[config.mk]
export PLATFORM = sky130hd
export DESIGN_NAME = mycpu_mem_stage
export DESIGN_NICKNAME = d
export VERILOG_FILES = /design/src/rtl/mycpu_mem_stage.sv
export SDC_FILE = /design/constraint.sdc
export NUM_CORES = 1
export LEC_CHECK = 0
export CORE_UTILIZATION = 30
export DETAILED_ROUTE_END_ITERATION = 10
export MAX_ROUTING_LAYER = met4
export PLACE_DENSITY_LB_ADDON = 0.2
export REMOVE_ABC_BUFFERS = 1
export SLEW_MARGIN = 20
export SYNTH_ARGS = -nofsm -noshare
export SYNTH_HDL_FRONTEND = slang
export SYNTH_SLANG_ARGS = --single-unit
[constraint.sdc]
create_clock -name clk -period 1.8 [get_ports clk]
set_clock_uncertainty 0.1 [all_clocks]
set_input_delay 0.36 -clock clk [delete_from_list [all_inputs] [get_ports clk]]
set_output_delay 0.36 -clock clk [all_outputs]
set_load 0.02 [all_outputs]
[src/rtl/mycpu_mem_stage.sv]
// MEM stage of the five-stage MIPS pipeline: holds the MEM pipeline register,
// issues loads/stores to the data SRAM and holds returned load data for WB.
module mycpu_mem_stage #(
    parameter int unsigned DEST_W = 5
) (
    input  logic              clk,
    input  logic              resetn,

    input  logic              es_to_ms_valid,
    output logic              ms_allowin,
    input  logic [31:0]       es_alu_result,
    input  logic [31:0]       es_rt_cont,
    input  logic [5:0]        es_mode,
    input  logic [2:0]        es_st_op,
    input  logic              es_gr_we,
    input  logic [DEST_W-1:0] es_dest,

    output logic              ms_to_ws_valid,
    input  logic              ws_allowin,
    output logic [31:0]       ms_alu_result,
    output logic [31:0]       ms_rt_cont,
    output logic [5:0]        ms_mode,
    output logic              ms_gr_we,
    output logic [DEST_W-1:0] ms_dest,
    output logic              ms_addr_err,

    output logic              data_sram_en,
    output logic [3:0]        data_sram_wen,
    output logic [31:0]       data_sram_addr,
    output logic [31:0]       data_sram_wdata,
    input  logic [31:0]       data_sram_rdata,

    output logic [31:0]       ms_ld_rdata
);

    typedef enum logic [2:0] {
        ST_NONE = 3'b000,
        ST_SB   = 3'b001,
        ST_SH   = 3'b010,
        ST_SW   = 3'b011,
        ST_SWL  = 3'b100,
        ST_SWR  = 3'b101
    } st_op_e;

    typedef enum logic [2:0] {
        SZ_B   = 3'b000,
        SZ_H   = 3'b001,
        SZ_W   = 3'b010,
        SZ_LWL = 3'b011,
        SZ_LWR = 3'b100
    } ld_size_e;

    logic              ms_valid_q, ms_valid_d;
    logic [31:0]       alu_result_q;
    logic [31:0]       rt_cont_q;
    logic [5:0]        mode_q;
    st_op_e            st_op_q;
    logic              gr_we_q;
    logic [DEST_W-1:0] dest_q;

    logic              rd_pending_q, rd_pending_d;
    logic              ld_buf_vld_q, ld_buf_vld_d;
    logic [31:0]       ld_buf_q, ld_buf_d;

    logic              payload_ld;
    logic [1:0]        a;
    logic              is_load;
    logic              is_store;
    ld_size_e          ld_sz;
    logic              err_ld;
    logic              err_st;
    logic [3:0]        st_wen;
    logic [31:0]       st_wdata;

    assign ms_allowin     = !ms_valid_q || ws_allowin;
    assign ms_to_ws_valid = ms_valid_q;
    assign payload_ld     = es_to_ms_valid && ms_allowin;

    always_comb begin
        ms_valid_d = ms_valid_q;
        if (ms_allowin) begin
            ms_valid_d = es_to_ms_valid;
        end
    end

    assign a        = alu_result_q[1:0];
    assign is_load  = mode_q[5];
    assign is_store = (st_op_q != ST_NONE);
    assign ld_sz    = ld_size_e'(mode_q[3:1]);

    // Byte accesses and the unaligned lwl/lwr/swl/swr forms can never fault.
    always_comb begin
        err_ld = 1'b0;
        if (is_load) begin
            case (ld_sz)
                SZ_H:    err_ld = a[0];
                SZ_W:    err_ld = |a;
                default: err_ld = 1'b0;
            endcase
        end
    end

    always_comb begin
        err_st = 1'b0;
        case (st_op_q)
            ST_SH:   err_st = a[0];
            ST_SW:   err_st = |a;
            default: err_st = 1'b0;
        endcase
    end

    assign ms_addr_err = err_ld || err_st;

    // Issue only as the instruction leaves for WB, so a WB stall never repeats a store.
    assign data_sram_en   = ms_valid_q && ws_allowin && (is_load || is_store) && !ms_addr_err;
    assign data_sram_addr = {alu_result_q[31:2], 2'b00};

    always_comb begin
        st_wen   = '0;
        st_wdata = '0;
        case (st_op_q)
            ST_SB: begin
                st_wen   = 4'b0001 << a;
                st_wdata = {4{rt_cont_q[7:0]}};
            end
            ST_SH: begin
                st_wen   = a[1] ? 4'b1100 : 4'b0011;
                st_wdata = {2{rt_cont_q[15:0]}};
            end
            ST_SW: begin
                st_wen   = 4'b1111;
                st_wdata = rt_cont_q;
            end
            ST_SWL: begin
                case (a)
                    2'd0: begin st_wen = 4'b0001; st_wdata = {24'b0, rt_cont_q[31:24]}; end
                    2'd1: begin st_wen = 4'b0011; st_wdata = {16'b0, rt_cont_q[31:16]}; end
                    2'd2: begin st_wen = 4'b0111; st_wdata = {8'b0, rt_cont_q[31:8]}; end
                    default: begin st_wen = 4'b1111; st_wdata = rt_cont_q; end
                endcase
            end
            ST_SWR: begin
                case (a)
                    2'd0: begin st_wen = 4'b1111; st_wdata = rt_cont_q; end
                    2'd1: begin st_wen = 4'b1110; st_wdata = {rt_cont_q[23:0], 8'b0}; end
                    2'd2: begin st_wen = 4'b1100; st_wdata = {rt_cont_q[15:0], 16'b0}; end
                    default: begin st_wen = 4'b1000; st_wdata = {rt_cont_q[7:0], 24'b0}; end
                endcase
            end
            default: begin
                st_wen   = '0;
                st_wdata = '0;
            end
        endcase
    end

    assign data_sram_wen   = (data_sram_en && is_store) ? st_wen : '0;
    assign data_sram_wdata = st_wdata;

    // Read data is only valid the cycle after issue; keep a copy while WB stalls.
    always_comb begin
        rd_pending_d = data_sram_en && is_load;
        ld_buf_d     = ld_buf_q;
        ld_buf_vld_d = ld_buf_vld_q;
        if (rd_pending_q) begin
            ld_buf_d     = data_sram_rdata;
            ld_buf_vld_d = 1'b1;
        end
        if (data_sram_en) begin
            ld_buf_vld_d = 1'b0;
        end
    end

    assign ms_ld_rdata = ld_buf_vld_q ? ld_buf_q : data_sram_rdata;

    always_ff @(posedge clk or negedge resetn) begin
        if (!resetn) begin
            ms_valid_q   <= 1'b0;
            alu_result_q <= '0;
            rt_cont_q    <= '0;
            mode_q       <= '0;
            st_op_q      <= ST_NONE;
            gr_we_q      <= 1'b0;
            dest_q       <= '0;
            rd_pending_q <= 1'b0;
            ld_buf_vld_q <= 1'b0;
            ld_buf_q     <= '0;
        end else begin
            ms_valid_q   <= ms_valid_d;
            rd_pending_q <= rd_pending_d;
            ld_buf_vld_q <= ld_buf_vld_d;
            ld_buf_q     <= ld_buf_d;
            if (payload_ld) begin
                alu_result_q <= es_alu_result;
                rt_cont_q    <= es_rt_cont;
                mode_q       <= es_mode;
                st_op_q      <= st_op_e'(es_st_op);
                gr_we_q      <= es_gr_we;
                dest_q       <= es_dest;
            end
        end
    end

    assign ms_alu_result = alu_result_q;
    assign ms_rt_cont    = rt_cont_q;
    assign ms_mode       = mode_q;
    assign ms_gr_we      = gr_we_q;
    assign ms_dest       = dest_q;

endmodule

==> results of run 1 <==
-- layout by cell type, fill, tap and decap left out, types with 10 or more instances in the layout --
master                            count
sky130_fd_sc_hd__mux2_2             126
sky130_fd_sc_hd__clkdlybuf4s50_1    113
sky130_fd_sc_hd__buf_4              109
sky130_fd_sc_hd__dfrtp_1            106
sky130_fd_sc_hd__dlygate4sd2_1       93
sky130_fd_sc_hd__buf_6               89
sky130_fd_sc_hd__mux2_4              20
sky130_fd_sc_hd__clkbuf_16           19
sky130_fd_sc_hd__mux2i_1             14
sky130_fd_sc_hd__buf_12              14
sky130_fd_sc_hd__a221o_1             13
sky130_fd_sc_hd__a22o_1              13
sky130_fd_sc_hd__nor2_1              13
sky130_fd_sc_hd__nand2_1             11
sky130_fd_sc_hd__a22oi_1             10
-- worst min-delay path: cells and delay by family --
family,cells,cell delay [ns]
buf+inv,3,0.93
-- routing by layer --
metal	GRT usage, %	routed length (um)
met2	35.5	11900
met5	-	0
met4	8.45	561
met3	4.22	1300
met1	23.3	8860
-- cell families (layout without fill, tap and decap cells) --
kind of cell    after synthesis  count (layout)
flops                       114             114
xor+xnor                      1               1
compound gates               86              86
other cells                   1               3
mux                         169             169
simple gates                 65              65
buf+inv                      72             484
-- what timing repair did --
| item | CTS | global route |
|---|---|---|
| hold buffers | 1 | 0 |
| endpoints found under the hold margin | 114 | 0 |
| pin swaps | 16 | 20 |
| resized for setup | 558 | 122 |
| endpoints found under the setup margin | 178 | 82 |
| buffers inserted | 24 | 20 |
| gates cloned | 7 | 3 |
-- area by class of cell --
class / instances / area [um2] / share of cell area, %
tap: 270 / 338 / 2.93
multi-input combinational: 323 / 3340 / 28.9
inverter: 3 / 25.0 / 0.217
timing repair buffer: 449 / 4400 / 38.2
antenna: 1 / 2.50 / 0.0217
clock inverter: 14 / 120 / 1.04
clock buffer: 18 / 439 / 3.81
sequential: 114 / 2860 / 24.8
-- cell usage after synthesis (all sizes together) (4+ instances only) --
| cell type | count |
|---|---|
| buf | 56 |
| nand2 | 16 |
| dfrtp | 114 |
| nor2b | 4 |
| o21ai | 17 |
| a21oi | 8 |
| nor2 | 15 |
| nor3 | 6 |
| a22oi | 18 |
| clkbuf | 13 |
| o2bb2ai | 4 |
| mux2i | 18 |
| mux4 | 5 |
| a221o | 14 |
| mux2 | 146 |
| a22o | 14 |
-- registers in the layout (all words and copies together) (netlist names) --
name / flops
ld_buf_vld_q: 1
ms_alu_result: 32
ms_gr_we: 1
ms_rt_cont: 32
rd_pending_q: 1
ld_buf_q: 32
ms_dest: 5
ms_mode: 6
st_op_q: 3
ms_to_ws_valid: 1
-- power by group through the flow --
stage / Combinational (mW) / Clock, mW / Sequential [mW]
5_1_grt: 6.87 / 3.42 / 3.65
3_3_place_gp: 5.66 / 0 / 3.53
4_1_cts: 6.02 / 3.30 / 3.55
6_report: 6.56 / 3.22 / 3.56
2_1_floorplan: 2.15 / 0 / 4.14
3_5_place_dp: 5.71 / 0 / 3.57
-- path summary, 6_finish.rpt --
path / from / end / slack [ns] / depth (start not counted)
min reg2reg: ms_gr_we / ms_gr_we / 0.40 / 1
min: resetn / ms_alu_result[5] / 0.38 / 3
max reg2reg: ms_to_ws_valid / ms_rt_cont[28] / 0.20 / 6
min in group clk: ms_gr_we / ms_gr_we / 0.40 / 1
max: ms_alu_result[0] / data_sram_wdata[18] / -0.80 / 6
max in group asynchronous: resetn / st_op_q[0] / 0.86 / 3
==> impl.org, run 1 <==
** Run status
- The run finished, with violations left.
- The final reports fail on setup timing.

** Clock network
- Counting every sink on the clock net gives 114.
- TritonCTS built the clock tree.
- The longest clock path from root to sink contains 2 buffers.
- After clock tree synthesis, the clock-pin slew on the worst setup and hold paths is 0.07 ns.
- Num CTS Buffers :: 17
- Clock latency on the worst-skew pair :: 0.42 ns
- Clock root buffer :: sky130_fd_sc_hd__clkbuf_16
- H-tree level count :: 4

** Worst setup path
- The worst setup path is launched from a register.
- STA puts the critical path data arrival time at 2.14 ns.
- Max stage delay cell, worst path :: sky130_fd_sc_hd__dfrtp_2
- Longest individual stage delay on the worst path :: 0.44 ns
- CP top delay family :: compound AO/OA/AOI/OAI gates
- Worst path cell trace :: buf_6 > buf_4 > a32o_2 > clkbuf_16 > a221o_1 > buf_6
- STA classifies the critical path endpoint as a primary output.
- Cell type with the highest occurrence count on the critical path :: sky130_fd_sc_hd__buf_6
- STA puts the critical path data required time at 1.34 ns.
- Highest net fanout along the worst path :: 8
- The worst setup path is of the register to primary output kind.
- The critical path contains buffers and inverters numbering 4 combined.

** Final layout
- In the final layout, the share of cells above drive strength 1 is 51.5%.
- Layout filler cell count :: 1,775
- End-of-flow core utilization :: 56.4%
- Non-filler cells, final :: 1,192
- After routing the design area is 0.0115 mm2.
- The net count of the finished layout is 1,023.
- Compared with the post-synthesis result, the final layout area differs by 82.4%.

** Timing
- Tmin final :: 2.60 ns
- The worst path uses 144% of the clock period.
- Setup slack on the critical path of the routed design comes to -0.798 ns.
- The final count of pins violating max slew came to 0.
- The number of hold violations in the final report is 0.
- Across all hold checks on the routed design, the worst slack comes to 0.385 ns.
- Setup repair after global routing could not meet its margin everywhere.
- Based on the critical path, the design can be clocked at up to 0.385 GHz.
- Setup violations remaining at the end of the flow were counted as 71.
- Setup TNS :: -34.43 ns

** Logic synthesis
- Distinct cell type count of the synthesized netlist :: 52
- For this run, asynchronously set or reset flops after synthesis account for 100%.
- Summing the areas of all fa, ha and maj instances in the mapped netlist gives 0% of the synthesized area.
- By area the synthesized netlist is led by sky130_fd_sc_hd__dfrtp_1, sky130_fd_sc_hd__mux2_2, sky130_fd_sc_hd__buf_4.
- The top cell type by area accounts for 45.1% of the synthesized area.
- Leading area contributor after synthesis :: sky130_fd_sc_hd__dfrtp_1
- The synthesized netlist devotes 10.3% of its cell area to compound gates.
- Number of enable flip-flop cells after synthesis :: 0
- By area, the combinational part of the netlist is dominated by multiplexers.
- The most used flip-flop cell after synthesis is sky130_fd_sc_hd__dfrtp_1.
- Synth Instances :: 508
- Of the post-synthesis cell area, the part taken by muxes is 30.6%.
- Xor and xnor fraction of the mapped netlist area :: 0.139%
- Mapped Avg Cell Area :: 12.4 um2
- Synthesized-area fraction occupied by and/or/nand/nor cells :: 5.84%
- Ys Warns :: 0
- Of the synthesized area, sequential elements account for 45.1%.
- Synthesized cell area :: 0.00632 mm2
- Synthesis inferred 114 register bits.

** Power and ir drop
- The clock network burns 24.1% of the power.
- P per Cell Area :: 1160 mW/mm2
- The share of total power dissipated in combinational logic is 49.2%.
- The analysis attributes to net switching a power of 4.79 mW.
- Summed over all cells, the static leakage comes to 5.14 nW.
- The internal power of the cells totals 8.55 mW.
- Per report_power, the sequential group accounts for 26.7% of the total.
- Switching share of power :: 35.9%
- After layout, the design draws a total of 13.3 mW.
- The worst-case IR drop observed on VDD is 0.000616 V.

** Global routing
- After global routing the overflow that remains totals 0.
- Number of global-route vias before repair :: 6,186
- Pin count of the biggest net entering global routing :: 62
- The number of antenna violations at the first check in global routing came to 1.
- The first global-routing pass estimated 33,400 um of wire.
- GRT Resource Usage Total :: 20.7%

** Place
- The placed instances occupy a cell area of 0.0101 mm2.
- Routability congestion estimate :: 0.935
- Number of instances in the placed design :: 1,110
- In this run the tool buffered the top-level ports with 292 buffer cells.
- OpenSTA, run right after detailed placement, puts the worst setup slack at -0.793 ns.
- Total half-perimeter wirelength after legalization and detailed placement :: 15,600 um

** Hold path
- Hold Crit Class :: primary input to asynchronous set/reset pin

** Floorplanning
- Floorplan die area :: 0.0217 mm2
- Initial Util :: 30.9%
- Measured along the x axis, the die boundary spans 147 um.
- After floorplanning, the core was divided into 52 placement rows.
- Core area :: 0.0204 mm2
- Height of the die :: 147 um
- Pin placement for this block handled 295 I/O pins.

** Detailed routing
- For this block, the initial DRC count from the detailed router was 302.
- Mean routed wirelength per cell :: 19.0 um
- Total wire length :: 22,600 um
- Using the TritonRoute via totals, the vias-per-cell ratio works out to 4.95.
- Iteration count of the initial detailed-routing pass :: 5
- For this run, design rule violations remaining after detail routing come to 0.
- Antenna Violating Nets Remaining :: 0
- Number of vias after detailed routing :: 5,901

** Run
- Number of max-cap violations :: 0
No activity file was read; power rests on OpenSTA's default activity.
==> run 2, diff against run 1 <==
==> constraint.sdc (replaced) <==
create_clock -name clk -period 2.4 [get_ports clk]
set_clock_uncertainty 0.1 [all_clocks]
set_input_delay 0.48 -clock clk [delete_from_list [all_inputs] [get_ports clk]]
set_output_delay 0.48 -clock clk [all_outputs]
set_load 0.02 [all_outputs]
==> run 2 against run 1 <==
Effect of this change:
- the run still ends with setup timing left
- register-to-register slack better by 0.62 ns
- setup slack improved by 0.52 ns
- critical path depth is the same
- cell count shrank 3.9%
- clock-buffer cell count up 2
- via count fell by 5.8%
- sequential power is 24% lower
- critical path type unchanged
==> impl.org, run 2 (synthesis gave the netlist of run 1 again) <==
** Floorplanning
- Core area :: 0.0204 mm2 (unchanged)
- Number of primary I/O pins :: 295 (unchanged)
- Height of the die :: 147 um (unchanged)
- The starting utilization of the core area is 30.9% (unchanged).
- The floorplan row count was 52 (unchanged).
- The overall die width was 147 um (unchanged).
- The die area is 0.0217 mm2 (unchanged).

** Worst setup path
- The number of buffers and inverters on the critical path is 2 (-2).
- Highest net fanout along the worst path :: 8 (unchanged)
- Kind of end point of the critical path :: primary output
- The critical path goes through nor2b_1 > a21boi_2 > or2_1 > buf_12 > a221o_1 > buf_6.
- The largest individual stage delay along the critical path comes from the cell sky130_fd_sc_hd__dfrtp_2.
- The critical path is of the register to primary output type.
- Data arrival time of the critical path :: 2.09 ns (-0.05 ns)
- The critical path's largest stage delay is 0.44 ns (about the same).
- STA classifies the critical path startpoint as a register.
- The worst endpoint required time was 1.82 ns (+0.48 ns).
- CP top delay family :: compound AO/OA/AOI/OAI gates

** Global routing
- Pin count of the biggest net entering global routing :: 53 (-15%)
- The wire length of the first global-routing pass was 32,400 um (-2.9%).
- The global routing usage summed across all routing layers is 19.9% (-0.72 points).
- Aggregate global routing overflow :: 0 (unchanged)
- The number of global-route vias before repair came to 5,967 (-3.5%).
- Number of antenna violations at the first check in global routing :: 0 (-1)

** Detailed routing
- The violation count after the first detailed-routing iteration came to 201 (-33%).
- Total wire length :: 21,100 um (-6.9%)
- The average via count per standard cell was 4.85 (-2.0%).
- The total via count in the routed design is 5,560 (-5.8%).
- Mean routed wirelength per cell :: 18.4 um (-3.2%)
- Antenna Violating Nets Remaining :: 0 (unchanged)
- The count of TritonRoute iterations in the first routing pass came to 4 (-1).
- The detailed-route DRC error count came to 0 (unchanged).

** Clock network
- H-tree level count :: 4 (unchanged)
- Clock slew at the register clock pins of the worst setup and hold paths :: 0.05 ns (-0.02 ns)
- CTS placed an instance of sky130_fd_sc_hd__clkbuf_16 at the clock tree root.
- TritonCTS built the clock tree.
- The buffer depth of the longest clock path came to 2 (unchanged).
- The total clock buffers created by CTS was 17 (unchanged).
- Number of sinks driven by the clock tree :: 114 (unchanged)
- Clock latency on the worst-skew pair :: 0.40 ns (-0.02 ns)

** Timing
- The post-layout worst setup margin came to -0.273 ns (+0.525 ns).
- Tmin final :: 2.67 ns
- The setup violation total in the final timing report is 36 (-49%).
- Setup TNS :: -4.96 ns (+29.47 ns)
- Worst hold slack across all endpoints :: 0.401 ns (+0.0164 ns)
- Setup repair after global routing could not meet its margin everywhere.
- Final-report max-slew violation count :: 0 (unchanged)
- Of the available clock period, the critical path in the final layout requires 111%.
- The number of hold violations in the final report is 0 (unchanged).
- Derived from the worst setup path, the maximum achievable clock frequency is 0.374 GHz.

** Place
- The final RePlAce weighted congestion was 0.872 (-6.8%).
- The placed wire-length estimate after detailed placement is 15,400 um (-0.93%).
- The count of input and output buffers was 292 (unchanged).
- The placed cell count was 1,084 (-2.3%).
- Placement-stage worst setup slack :: -0.441 ns (+0.352 ns)
- The instance area after placement was 0.00984 mm2 (-2.3%).

** Final layout
- The final cell count without fillers came to 1,146 (-3.9%).
- End-of-flow core utilization :: 53.2% (-3.2 points)
- Leaving out fill and tap cells, the most frequent cells in the layout are sky130_fd_sc_hd__clkdlybuf4s50_1, sky130_fd_sc_hd__mux2_2, sky130_fd_sc_hd__dfrtp_1.
- Area Growth Syn to Fin :: 71.9%
- Antenna diode instance count :: 0 (-1)
- Share of cells above drive strength 1 :: 42.7% (-8.8 points)
- Final instance area :: 0.0109 mm2 (-5.8%)
- The final-stage net count is 979 (-4.3%).
- Most common cell after layout, fill and taps aside :: sky130_fd_sc_hd__clkdlybuf4s50_1

** Power and ir drop
- Overall power after layout :: 9.38 mW (-30%)
- The leakage power of the design came to 4.59 nW (-11%).
- P per Cell Area :: 863 mW/mm2 (-25%)
- Worst-case vdd ir drop :: 0.000435 V (-29%)

** Run status
- The checks that failed: setup timing.
- Status :: complete, but fails checks

** Hold path
- Hold Crit Class :: register to register

** Run
- Number of max-cap violations :: 0 (unchanged)
[run 2: cell count changes in the layout (fill, tap and decap cells not counted), moves of 7 or more]
cell                              previous run  this run
sky130_fd_sc_hd__clkdlybuf4s15_1             7         0
sky130_fd_sc_hd__clkdlybuf4s50_1           113       219
sky130_fd_sc_hd__mux2_2                    126       146
sky130_fd_sc_hd__mux2_4                     20         0
sky130_fd_sc_hd__a22oi_1                    10        18
sky130_fd_sc_hd__a22oi_2                     8         0
sky130_fd_sc_hd__buf_4                     109        95
sky130_fd_sc_hd__buf_6                      89        39
sky130_fd_sc_hd__dlygate4sd2_1              93        34
[run 2: metal layers]
metal | GRT usage [%] | routed length (um) | vias to the layer above
met1 | 22.8 | 8230 | 2732
li1 | - | - | 2575
met3 | 4.07 | 1240 | 26
met5 | - | 0 | -
met4 | 6.86 | 429 | 0
met2 | 34.6 | 11200 | 227
[run 2: final timing paths]
| check | from | endpoint | slack (ns) | cells past startpoint |
|---|---|---|---|---|
| max | st_op_q[2] | data_sram_wdata[9] | -0.27 | 6 |
| min | ld_buf_q[26] | ld_buf_q[26] | 0.40 | 1 |
| max reg2reg | ms_to_ws_valid | ms_rt_cont[21] | 0.82 | 5 |
| min reg2reg | ld_buf_q[26] | ld_buf_q[26] | 0.40 | 1 |
| max in group asynchronous | resetn | ms_dest[2] | 1.07 | 3 |
| min in group asynchronous | resetn | ms_alu_result[7] | 0.48 | 2 |
[run 2: power by group]
group | total (mW) | internal [mW] | switching [mW]
Combinational | 4.25 | 2.27 | 1.98
Sequential | 2.70 | 2.36 | 0.335
Clock | 2.43 | 1.54 | 0.898
Total | 9.38 | 6.17 | 3.21
[run 2: area by class of cell]
cell class                 instances  area (um2)
fill                            1769        9560
clock buffer                      20         447
inverter                           3        25.0
timing repair buffer             405        3920
tap                              270         338
sequential                       114        2860
clock inverter                    11         114
multi-input combinational        323        3160
[run 2: what timing repair did]
action / CTS / global route
gates cloned: 2 / 0
pin swaps: 16 / 23
hold endpoints to repair: 31 / 0
buffers inserted: 18 / 13
resized for setup: 281 / 36
endpoints found under the setup margin: 71 / 38
hold buffers: 1 / 0
